### src/rtl/prog_loader_pkg.sv
// prog_loader_pkg
// Shared definitions for the instruction-memory loader:
//   - default frame sync byte and memory geometry
//   - FSM state encoding (3-bit)
//   - helper that validates a received frame length
// Optional feature macro: PROG_LOADER_CHECKSUM_EN (adds the CHK state).

package prog_loader_pkg;

    localparam int          ADDR_W_DEFAULT    = 10;
    localparam int          DATA_W_DEFAULT    = 16;
    localparam logic [7:0]  SYNC_BYTE_DEFAULT = 8'hA5;

    typedef logic [7:0] byte_t;

    typedef enum logic [2:0] {
        ST_IDLE    = 3'd0,
        ST_LEN_HI  = 3'd1,
        ST_LEN_LO  = 3'd2,
        ST_DATA_HI = 3'd3,
        ST_DATA_LO = 3'd4,
`ifdef PROG_LOADER_CHECKSUM_EN
        ST_CHK     = 3'd5,
`endif
        ST_DONE    = 3'd6,
        ST_ERR     = 3'd7
    } state_e;

    // A frame must carry at least one word and no more words than the
    // instruction memory holds, so the address can never wrap.
    function automatic logic len_ok(input logic [15:0] len, input int addr_w);
        return (len != 16'd0) && ({16'd0, len} <= (32'd1 << addr_w));
    endfunction

endpackage

### src/rtl/prog_loader_if.sv
// prog_loader_if
// Host byte-stream link feeding the loader.
//   in_valid : host byte valid          (master -> slave)
//   in_data  : host byte                (master -> slave)
//   in_ready : loader accepts the byte  (slave -> master)
// A byte transfers on a rising clock edge with in_valid && in_ready.

interface prog_loader_if;
    import prog_loader_pkg::*;

    logic  in_valid;
    byte_t in_data;
    logic  in_ready;

    modport master (output in_valid, output in_data, input  in_ready);
    modport slave  (input  in_valid, input  in_data, output in_ready);

endinterface

### src/rtl/prog_loader.sv
// prog_loader
// Writer side of the CPU instruction memory. Receives a framed byte stream
// (SYNC, LEN_HI, LEN_LO, 2*LEN data bytes[, CHK]) while holding the CPU in
// reset, packs byte pairs big-endian into 16-bit words, writes them to
// consecutive addresses and releases the CPU once the frame is complete.
// Ports:
//   clk, rst    : clock, synchronous active-high reset
//   host        : byte stream (prog_loader_if.slave)
//   mem_we      : one-cycle write strobe per word
//   mem_addr    : word address
//   mem_wdata   : instruction word, first byte in [15:8]
//   cpu_rst     : CPU reset, low only while the program is loaded
//   done, error : load complete / frame rejected
//   word_count  : words written in the current or last frame
// Optional feature macro: PROG_LOADER_CHECKSUM_EN -- when defined a trailing
// XOR checksum byte over the data bytes is expected and checked.

module prog_loader
    import prog_loader_pkg::*;
#(
    parameter int         ADDR_W    = ADDR_W_DEFAULT,
    parameter int         DATA_W    = DATA_W_DEFAULT,
    parameter logic [7:0] SYNC_BYTE = SYNC_BYTE_DEFAULT
) (
    input  logic              clk,
    input  logic              rst,
    prog_loader_if.slave      host,
    output logic              mem_we,
    output logic [ADDR_W-1:0] mem_addr,
    output logic [DATA_W-1:0] mem_wdata,
    output logic              cpu_rst,
    output logic              done,
    output logic              error,
    output logic [ADDR_W:0]   word_count
);

    state_e      state_q, next_state;
    logic [15:0] len_q;
    byte_t       hi_q;
`ifdef PROG_LOADER_CHECKSUM_EN
    byte_t       chk_q;
`endif
    logic        accept;
    logic        last_word;
    logic        flush;

    assign host.in_ready = ~rst;

    assign cpu_rst = (state_q != ST_DONE);
    assign done    = (state_q == ST_DONE);
    assign error   = (state_q == ST_ERR);

    // Next-state logic. Without the checksum, the last word's low byte keeps
    // the FSM in DATA_LO for one extra cycle (flush) so DONE follows the
    // final mem_we rather than coinciding with it; bytes offered during that
    // cycle are ignored.
    always_comb begin
        next_state = state_q;
        accept     = host.in_valid && host.in_ready;
        last_word  = ((word_count + 1'b1) == len_q[ADDR_W:0]);
        flush      = 1'b0;
`ifndef PROG_LOADER_CHECKSUM_EN
        flush      = (state_q == ST_DATA_LO) && mem_we;
`endif
        case (state_q)
            ST_IDLE:
                if (accept && host.in_data == SYNC_BYTE) next_state = ST_LEN_HI;
            ST_LEN_HI:
                if (accept) next_state = ST_LEN_LO;
            ST_LEN_LO:
                if (accept)
                    next_state = len_ok({len_q[15:8], host.in_data}, ADDR_W)
                                 ? ST_DATA_HI : ST_ERR;
            ST_DATA_HI:
                if (accept) next_state = ST_DATA_LO;
            ST_DATA_LO: begin
`ifdef PROG_LOADER_CHECKSUM_EN
                if (accept) next_state = last_word ? ST_CHK : ST_DATA_HI;
`else
                if (flush)       next_state = ST_DONE;
                else if (accept) next_state = last_word ? ST_DATA_LO : ST_DATA_HI;
`endif
            end
`ifdef PROG_LOADER_CHECKSUM_EN
            ST_CHK:
                if (accept) next_state = (host.in_data == chk_q) ? ST_DONE : ST_ERR;
`endif
            ST_DONE, ST_ERR:
                if (accept && host.in_data == SYNC_BYTE) next_state = ST_LEN_HI;
            default:
                next_state = ST_IDLE;
        endcase
    end

    // State register plus the byte-packing datapath. mem_we is a registered
    // pulse raised by the low byte of each word; word_count doubles as the
    // write index.
    always_ff @(posedge clk) begin
        if (rst) begin
            state_q    <= ST_IDLE;
            len_q      <= '0;
            hi_q       <= '0;
`ifdef PROG_LOADER_CHECKSUM_EN
            chk_q      <= '0;
`endif
            mem_we     <= 1'b0;
            mem_addr   <= '0;
            mem_wdata  <= '0;
            word_count <= '0;
        end else begin
            state_q <= next_state;
            mem_we  <= 1'b0;
            case (state_q)
                ST_LEN_HI:
                    if (accept) len_q[15:8] <= host.in_data;
                ST_LEN_LO:
                    if (accept) begin
                        len_q[7:0] <= host.in_data;
                        if (next_state == ST_DATA_HI) begin
                            word_count <= '0;
                            mem_addr   <= '0;
`ifdef PROG_LOADER_CHECKSUM_EN
                            chk_q      <= '0;
`endif
                        end
                    end
                ST_DATA_HI:
                    if (accept) begin
                        hi_q  <= host.in_data;
`ifdef PROG_LOADER_CHECKSUM_EN
                        chk_q <= chk_q ^ host.in_data;
`endif
                    end
                ST_DATA_LO:
                    if (accept && !flush) begin
`ifdef PROG_LOADER_CHECKSUM_EN
                        chk_q      <= chk_q ^ host.in_data;
`endif
                        mem_we     <= 1'b1;
                        mem_wdata  <= DATA_W'({hi_q, host.in_data});
                        mem_addr   <= word_count[ADDR_W-1:0];
                        word_count <= word_count + 1'b1;
                    end
                default: ;
            endcase
        end
    end

endmodule
### src/flat_wrapper.sv
// flat-port wrapper written by rule: the top's interface ports become plain ports
module prog_loader_flat import prog_loader_pkg::*;
#(
    parameter int         ADDR_W    = ADDR_W_DEFAULT,
    parameter int         DATA_W    = DATA_W_DEFAULT,
    parameter logic [7:0] SYNC_BYTE = SYNC_BYTE_DEFAULT
)
  (clk, rst, mem_we, mem_addr, mem_wdata, cpu_rst, done, error, word_count, host_in_valid, host_in_data, host_in_ready);
  prog_loader_if host_i ();
  input  logic clk;
  input  logic rst;
  output logic mem_we;
  output logic [ADDR_W-1:0] mem_addr;
  output logic [DATA_W-1:0] mem_wdata;
  output logic cpu_rst;
  output logic done;
  output logic error;
  output logic [ADDR_W:0] word_count;
  input wire logic [$bits(host_i.in_valid)-1:0] host_in_valid;
  input wire logic [$bits(host_i.in_data)-1:0] host_in_data;
  output wire logic [$bits(host_i.in_ready)-1:0] host_in_ready;
  assign host_i.in_valid = host_in_valid;
  assign host_i.in_data = host_in_data;
  assign host_in_ready = host_i.in_ready;
  prog_loader #(.ADDR_W(ADDR_W), .DATA_W(DATA_W), .SYNC_BYTE(SYNC_BYTE)) u_core (.clk(clk), .rst(rst), .host(host_i), .mem_we(mem_we), .mem_addr(mem_addr), .mem_wdata(mem_wdata), .cpu_rst(cpu_rst), .done(done), .error(error), .word_count(word_count));
endmodule
### config.mk
export PLATFORM = sky130hd
export DESIGN_NAME = prog_loader_flat
export DESIGN_NICKNAME = d
export VERILOG_FILES = /design/src/rtl/prog_loader_pkg.sv /design/src/rtl/prog_loader_if.sv /design/src/rtl/prog_loader.sv /design/src/flat_wrapper.sv
export SDC_FILE = /design/constraint.sdc
export NUM_CORES = 1
export LEC_CHECK = 0
export CORE_MARGIN = 8
export CORE_UTILIZATION = 40
export CTS_BUF_LIST = sky130_fd_sc_hd__clkbuf_8 sky130_fd_sc_hd__clkbuf_16
export CTS_CLUSTER_SIZE = 14
export DETAILED_ROUTE_END_ITERATION = 16
export DONT_BUFFER_PORTS = 1
export GPL_TIMING_DRIVEN = 0
export SYNTH_ARGS = -nofsm -noshare
export SYNTH_HDL_FRONTEND = slang
export SYNTH_SLANG_ARGS = --single-unit
### constraint.sdc
create_clock -name clk -period 3.4 [get_ports clk]
set_clock_uncertainty 0.2 [all_clocks]
set_input_delay 0.34 -clock clk [delete_from_list [all_inputs] [get_ports clk]]
set_output_delay 0.34 -clock clk [all_outputs]
set_load 0.05 [all_outputs]
* After elaboration in Yosys (flattened, before gate mapping) *
Index checks and enable logic that the tools add are counted.

word-level totals
  ROM bits = 0
  memories = 0
  word-level logic and storage cells = 59
  memory bits (writable) = 0
  output and inout bits = 42
  bits in registers = 65
  input port bits = 11
  bits in latches = 0

cells by class
  $mul = 0
  equal/unequal tests = 13
  shifts and indexed selects = 0
  bitwise operators = 2
  add/sub/neg operators = 1
  muxes and demuxes = 18
  reductions and logical operators = 16
  order comparisons = 1
  divide/modulo/power cells = 0

operators with widths
  kind                   number
  $mux 11                3
  $mux 10                3
  $mux 3                 8
  $pmux 11 s2            1
  $pmux 10 s2            1
  $le 16x11->1 const B   1
  $reduce_bool 16->1     1
  $pmux 3 s5             1
  $add 11x1->11 const B  1
  $eq 11x11->1           1
  $eq 3x2->1 const B     3
  $eq 3x3->1 const B     3
  $eq 8x8->1 const B     1
  $reduce_and 2->1       4
  $logic_and 1x1->1      5
  $ne 2x1->1 const B     2
  $reduce_and 4->1       1
  $eq 3x1->1 const B     1
  $logic_not 3->1        1
  $ne 3x3->1 const B     1
  $reduce_or 3->1        1
  $ne 2x2->1 const B     1
  $not 1->1              2
  $reduce_bool 2->1      1
  3 further kinds        3

* Longest topological paths before layout *
  depth in word-level cells = 10
  depth in mapped cells = 9
  mapped depth without buffers = 7

* Worst setup path after synthesis *
OpenSTA, ideal clock, no wires.

  kind = reg-to-reg
  start point = register u_core.word_count[0]
  end point = register u_core.state_q[1]
  library setup time = 116 ps
  arrival = 2167 ps
  path buffers = 1
  data required time = 3084 ps
  clock period less this slack = 2483 ps
  stages on the path, launching flop included = 8
  slack = 917 ps
  cell sequence = dfxtp_1 buf_2 nand2_1 or3_1 a211o_1 o311ai_1 nand4_1 a31o_1

between the ends
  word-level cells in the longest chain between the ends = 6

RTL lines
  item                    RTL line            source
  from (decl)             prog_loader.sv:34   output logic [ADDR_W:0] word_count
  from (signal assigned)  prog_loader.sv:142  word_count <= word_count + 1'b1;
  $add 11x1->11           prog_loader.sv:60   last_word = ((word_count + 1'b1) == len_q[ADDR_W:0]);
  $eq 11x11->1            prog_loader.sv:60
  $mux 3 (2 in a row)     prog_loader.sv:81   else if (accept) next_state = last_word ? ST_DATA_LO : ST_DATA_HI;
  $mux 3                  prog_loader.sv:80   if (flush) next_state = ST_DONE;
  $pmux 3 s5              prog_loader.sv:65   case (state_q)
  to (signal assigned)    prog_loader.sv:111  state_q <= next_state;
  to (decl)               prog_loader.sv:37   state_e state_q, next_state;

No other way between the ends.
A chain may end at the register's enable or synchronous reset.

* Worst setup path in the final report *
Ends and elaborated chain as after synthesis.

==> metrics.md <==
| Metric | Value |
|---|---|
| Vias in the first global route | 2719 |
| HPWL after DPL | 6150 um |
| CTS Root Cell | clkbuf_8 |
| Share of cells above drive strength 1 | 0.102 |
| CTS Buffer Depth | 2 |
| Yosys warns | 0 |
| Most common cell after layout, fill and taps aside | nand2_1 |
| CTS H-tree lvls | 3 |
| Setup crit start kind | flip-flop |
| Fmax | 343 MHz |
| Status | finished clean |
| Most frequent cells in the layout | nand2_1 (87), dfxtp_1 (65), a21oi_1 (42), o21ai_0 (29), nand3_1 (22) |
| First-pass GRT wire length | 14800 um |
| Ys async rst share | 0 |
| Hold Path Class | input port to flip-flop |
| Worst Setup End Kind | flip-flop |
| Die area | 10800 sq um |
| Tot GR Track Use | 0.171 |
| Fin crit period | 2.92 ns |
| VDD IR max | 0.000237 V |
| Core area | 7610 sq um |
| CTS tree | yes |
| Synth top area cells | dfxtp_1 (42%), nand2_1 (11%), a21oi_1 (6.8%) |
| RR Startpoint | u_core.word_count[0]$_SDFFE_PP0P_ |
| Crit Path Class | flip-flop to flip-flop |
| Final core utilization | 0.457 |
| Pwr dens | 419 nW/um^2 |
| Crit path launch | u_core.word_count[0]$_SDFFE_PP0P_ |
| Cell Rows | 32 |
| Max-cap violations | 0 |
| Avg Vias per Cell | 5.39 |
| Fin. Hold Viols | 0 |
| FILL cells | 786 |
| Port Buffers | 0 |
| Area growth syn-to-layout | 12.6% |
| Total gr overflow | 0 |
| EDFF count, synth | 0 |
| Routed wire length | 8960 um |
| FF-to-FF End | u_core.state_q[1]$_SDFF_PP0_ |
| Die Wd | 104 um |
| Clock latency on the worst-skew pair | 0.34 ns |
| Chip height | 104 um |
| Final Slew Violations | 0 |
| Synth Area per Inst | 7.80 sq um |
| Post-CTS sizing | 0 |
| Initial antenna violation count | 0 |
| Post-Syn Area | 3090 sq um |
| N_diodes | 0 |
| Syn_nets | 408 |
| IO Pins | 53 |
| Most used DFF post-synth | dfxtp_1 |
| Critical path data required time | 3.43 ns |
| Nets | 427 |
| Routability cong. | 0.865 |
| Hold-critical path endpoint | u_core.state_q[0]$_SDFF_PP0_ |
| Worst slew margin | 0.304 |
| Worst R2R Path Depth | 7 |
| Post-synth top area cell | dfxtp_1 |
| Post-CTS Setup Inserts | 0 |
| Initial DRC Count | 155 |
| Setup TNS | 0 ns |
| Clock sink count | 65 |
| Seq/Total Area, Yosys | 0.421 |
| Setup violations, final | 0 |
| DRC Markers | 0 |
| Largest net degree at the start of global routing | 13 |
| Static leakage | 1.23 nW |
| HP Start | rst |
| Detailed-route via count | 2811 |
| Worst hold stages | 2 |
| Synth cell types | 52 |
| RSZ-0062 raised after global routing | no |
| Mapped Cells | 396 |
| DR WL/cell | 17.2 um |
| Starting Density | 0.406 |
| CTS clk-pin slew, worst paths | 0.07 ns |
| Crit path arrival time | 2.95 ns |
| Yosys reg bits | 65 |
| Number of iterations in the first detailed-routing pass | 4 |
| CP max FO | 10 |
| R2R Setup Slk | 0.48 ns |
| Final antenna-violating net count | 0 |
| Synth top area share | 0.421 |
| Fin crit share | 0.858 |
| Slew @ Worst Pin | 1.04 ns |
| Number of buffers created by CTS | 9 |
==> timing repair <==
action,in CTS,in global routing
hold buffers,8,0
endpoints found under the setup margin,0,0
endpoints found under the hold margin,32,0
==> final cells by class <==
| type | instances | area (sq um) | area share |
|---|---|---|---|
| Tap cell | 102 | 128 | 0.0367 |
| Buffer | 32 | 160 | 0.0460 |
| Timing Repair Buffer | 8 | 80.1 | 0.0230 |
| Inverter | 15 | 56.3 | 0.0162 |
| Clock inverter | 6 | 43.8 | 0.0126 |
| Sequential cell | 65 | 1300 | 0.374 |
| Clock buffer | 10 | 138 | 0.0396 |
| Multi-Input combinational cell | 284 | 1570 | 0.452 |
==> per-layer routing <==
layer  part of all wire  vias up  global-route usage
li1                   -     1410                   -
met1               0.43     1311               0.204
met2               0.47       78               0.284
met3              0.083       12              0.0595
met4              0.015        0              0.0517
met5                  0        -                   0
==> sequential cells by signal, indices dropped and copies added (netlist names) <==
name               flops
u_core.len_q          16
u_core.mem_wdata      16
u_core.word_count     11
u_core.mem_addr       10
u_core.hi_q            8
u_core.state_q         3
u_core.mem_we          1
==> critical path, cell delays in order (launching register included) <==
cell	delay [ns]
dfxtp_1	0.68
buf_2	0.35
nand2_1	0.24
nor4_1	0.39
xor2_1	0.11
o311ai_1	0.29
nand4_1	0.28
a31o_1	0.28
==> per-stage QoR <==
step	power (W)	setup slack, ns	instances	instance area (sq um)	hold slack [ns]
after global placement	0.000866	0.513	498	3220	0.245
final	0.00146	0.482	522	3480	0.0128
after CTS	0.00147	0.452	522	3480	0.00398
after global routing	0.00151	0.277	522	3480	0.00844
after floorplan	0.000849	0.917	396	3090	0.230
after detailed placement	0.000868	0.475	498	3220	0.245
==> synthesized netlist by cell type (4+ instances only) <==
cell type,n
nand2_1,87
dfxtp_1,65
a21oi_1,42
o21ai_0,29
nand3_1,22
clkbuf_1,17
inv_1,13
nor2_1,13
buf_2,10
xnor2_1,9
a311oi_1,8
and3_1,7
nor4_1,6
xor2_1,6
nand4_1,5
or3_1,5
nand2b_1,4
==> cells by family after synthesis <==
group	synth area share
adder cells (fa/ha/maj)	0.00405
flip-flops	0.421
XOR/XNOR	0.0502
AND/OR/NAND/NOR	0.254
AO/OA/AOI/OAI	0.194
buffers and inverters	0.0700
multiplexers	0.00688
==> how the worst max path moves through the flow <==
stage | to | cells after the start
CTS | u_core.state_q[1]$_SDFF_PP0_ | 7
detailed placement | u_core.state_q[1]$_SDFF_PP0_ | 7
finish | u_core.state_q[1]$_SDFF_PP0_ | 7
global route | u_core.state_q[1]$_SDFF_PP0_ | 7
floorplan | u_core.state_q[1]$_SDFF_PP0_ | 7
global placement | u_core.state_q[1]$_SDFF_PP0_ | 7
==> power by group <==
group          internal [W]  switching, W
sequential         0.000768    0.00000965
clock              0.000285      0.000306
combinational     0.0000314     0.0000567
Note: power is estimated with default switching activity, not from simulation.
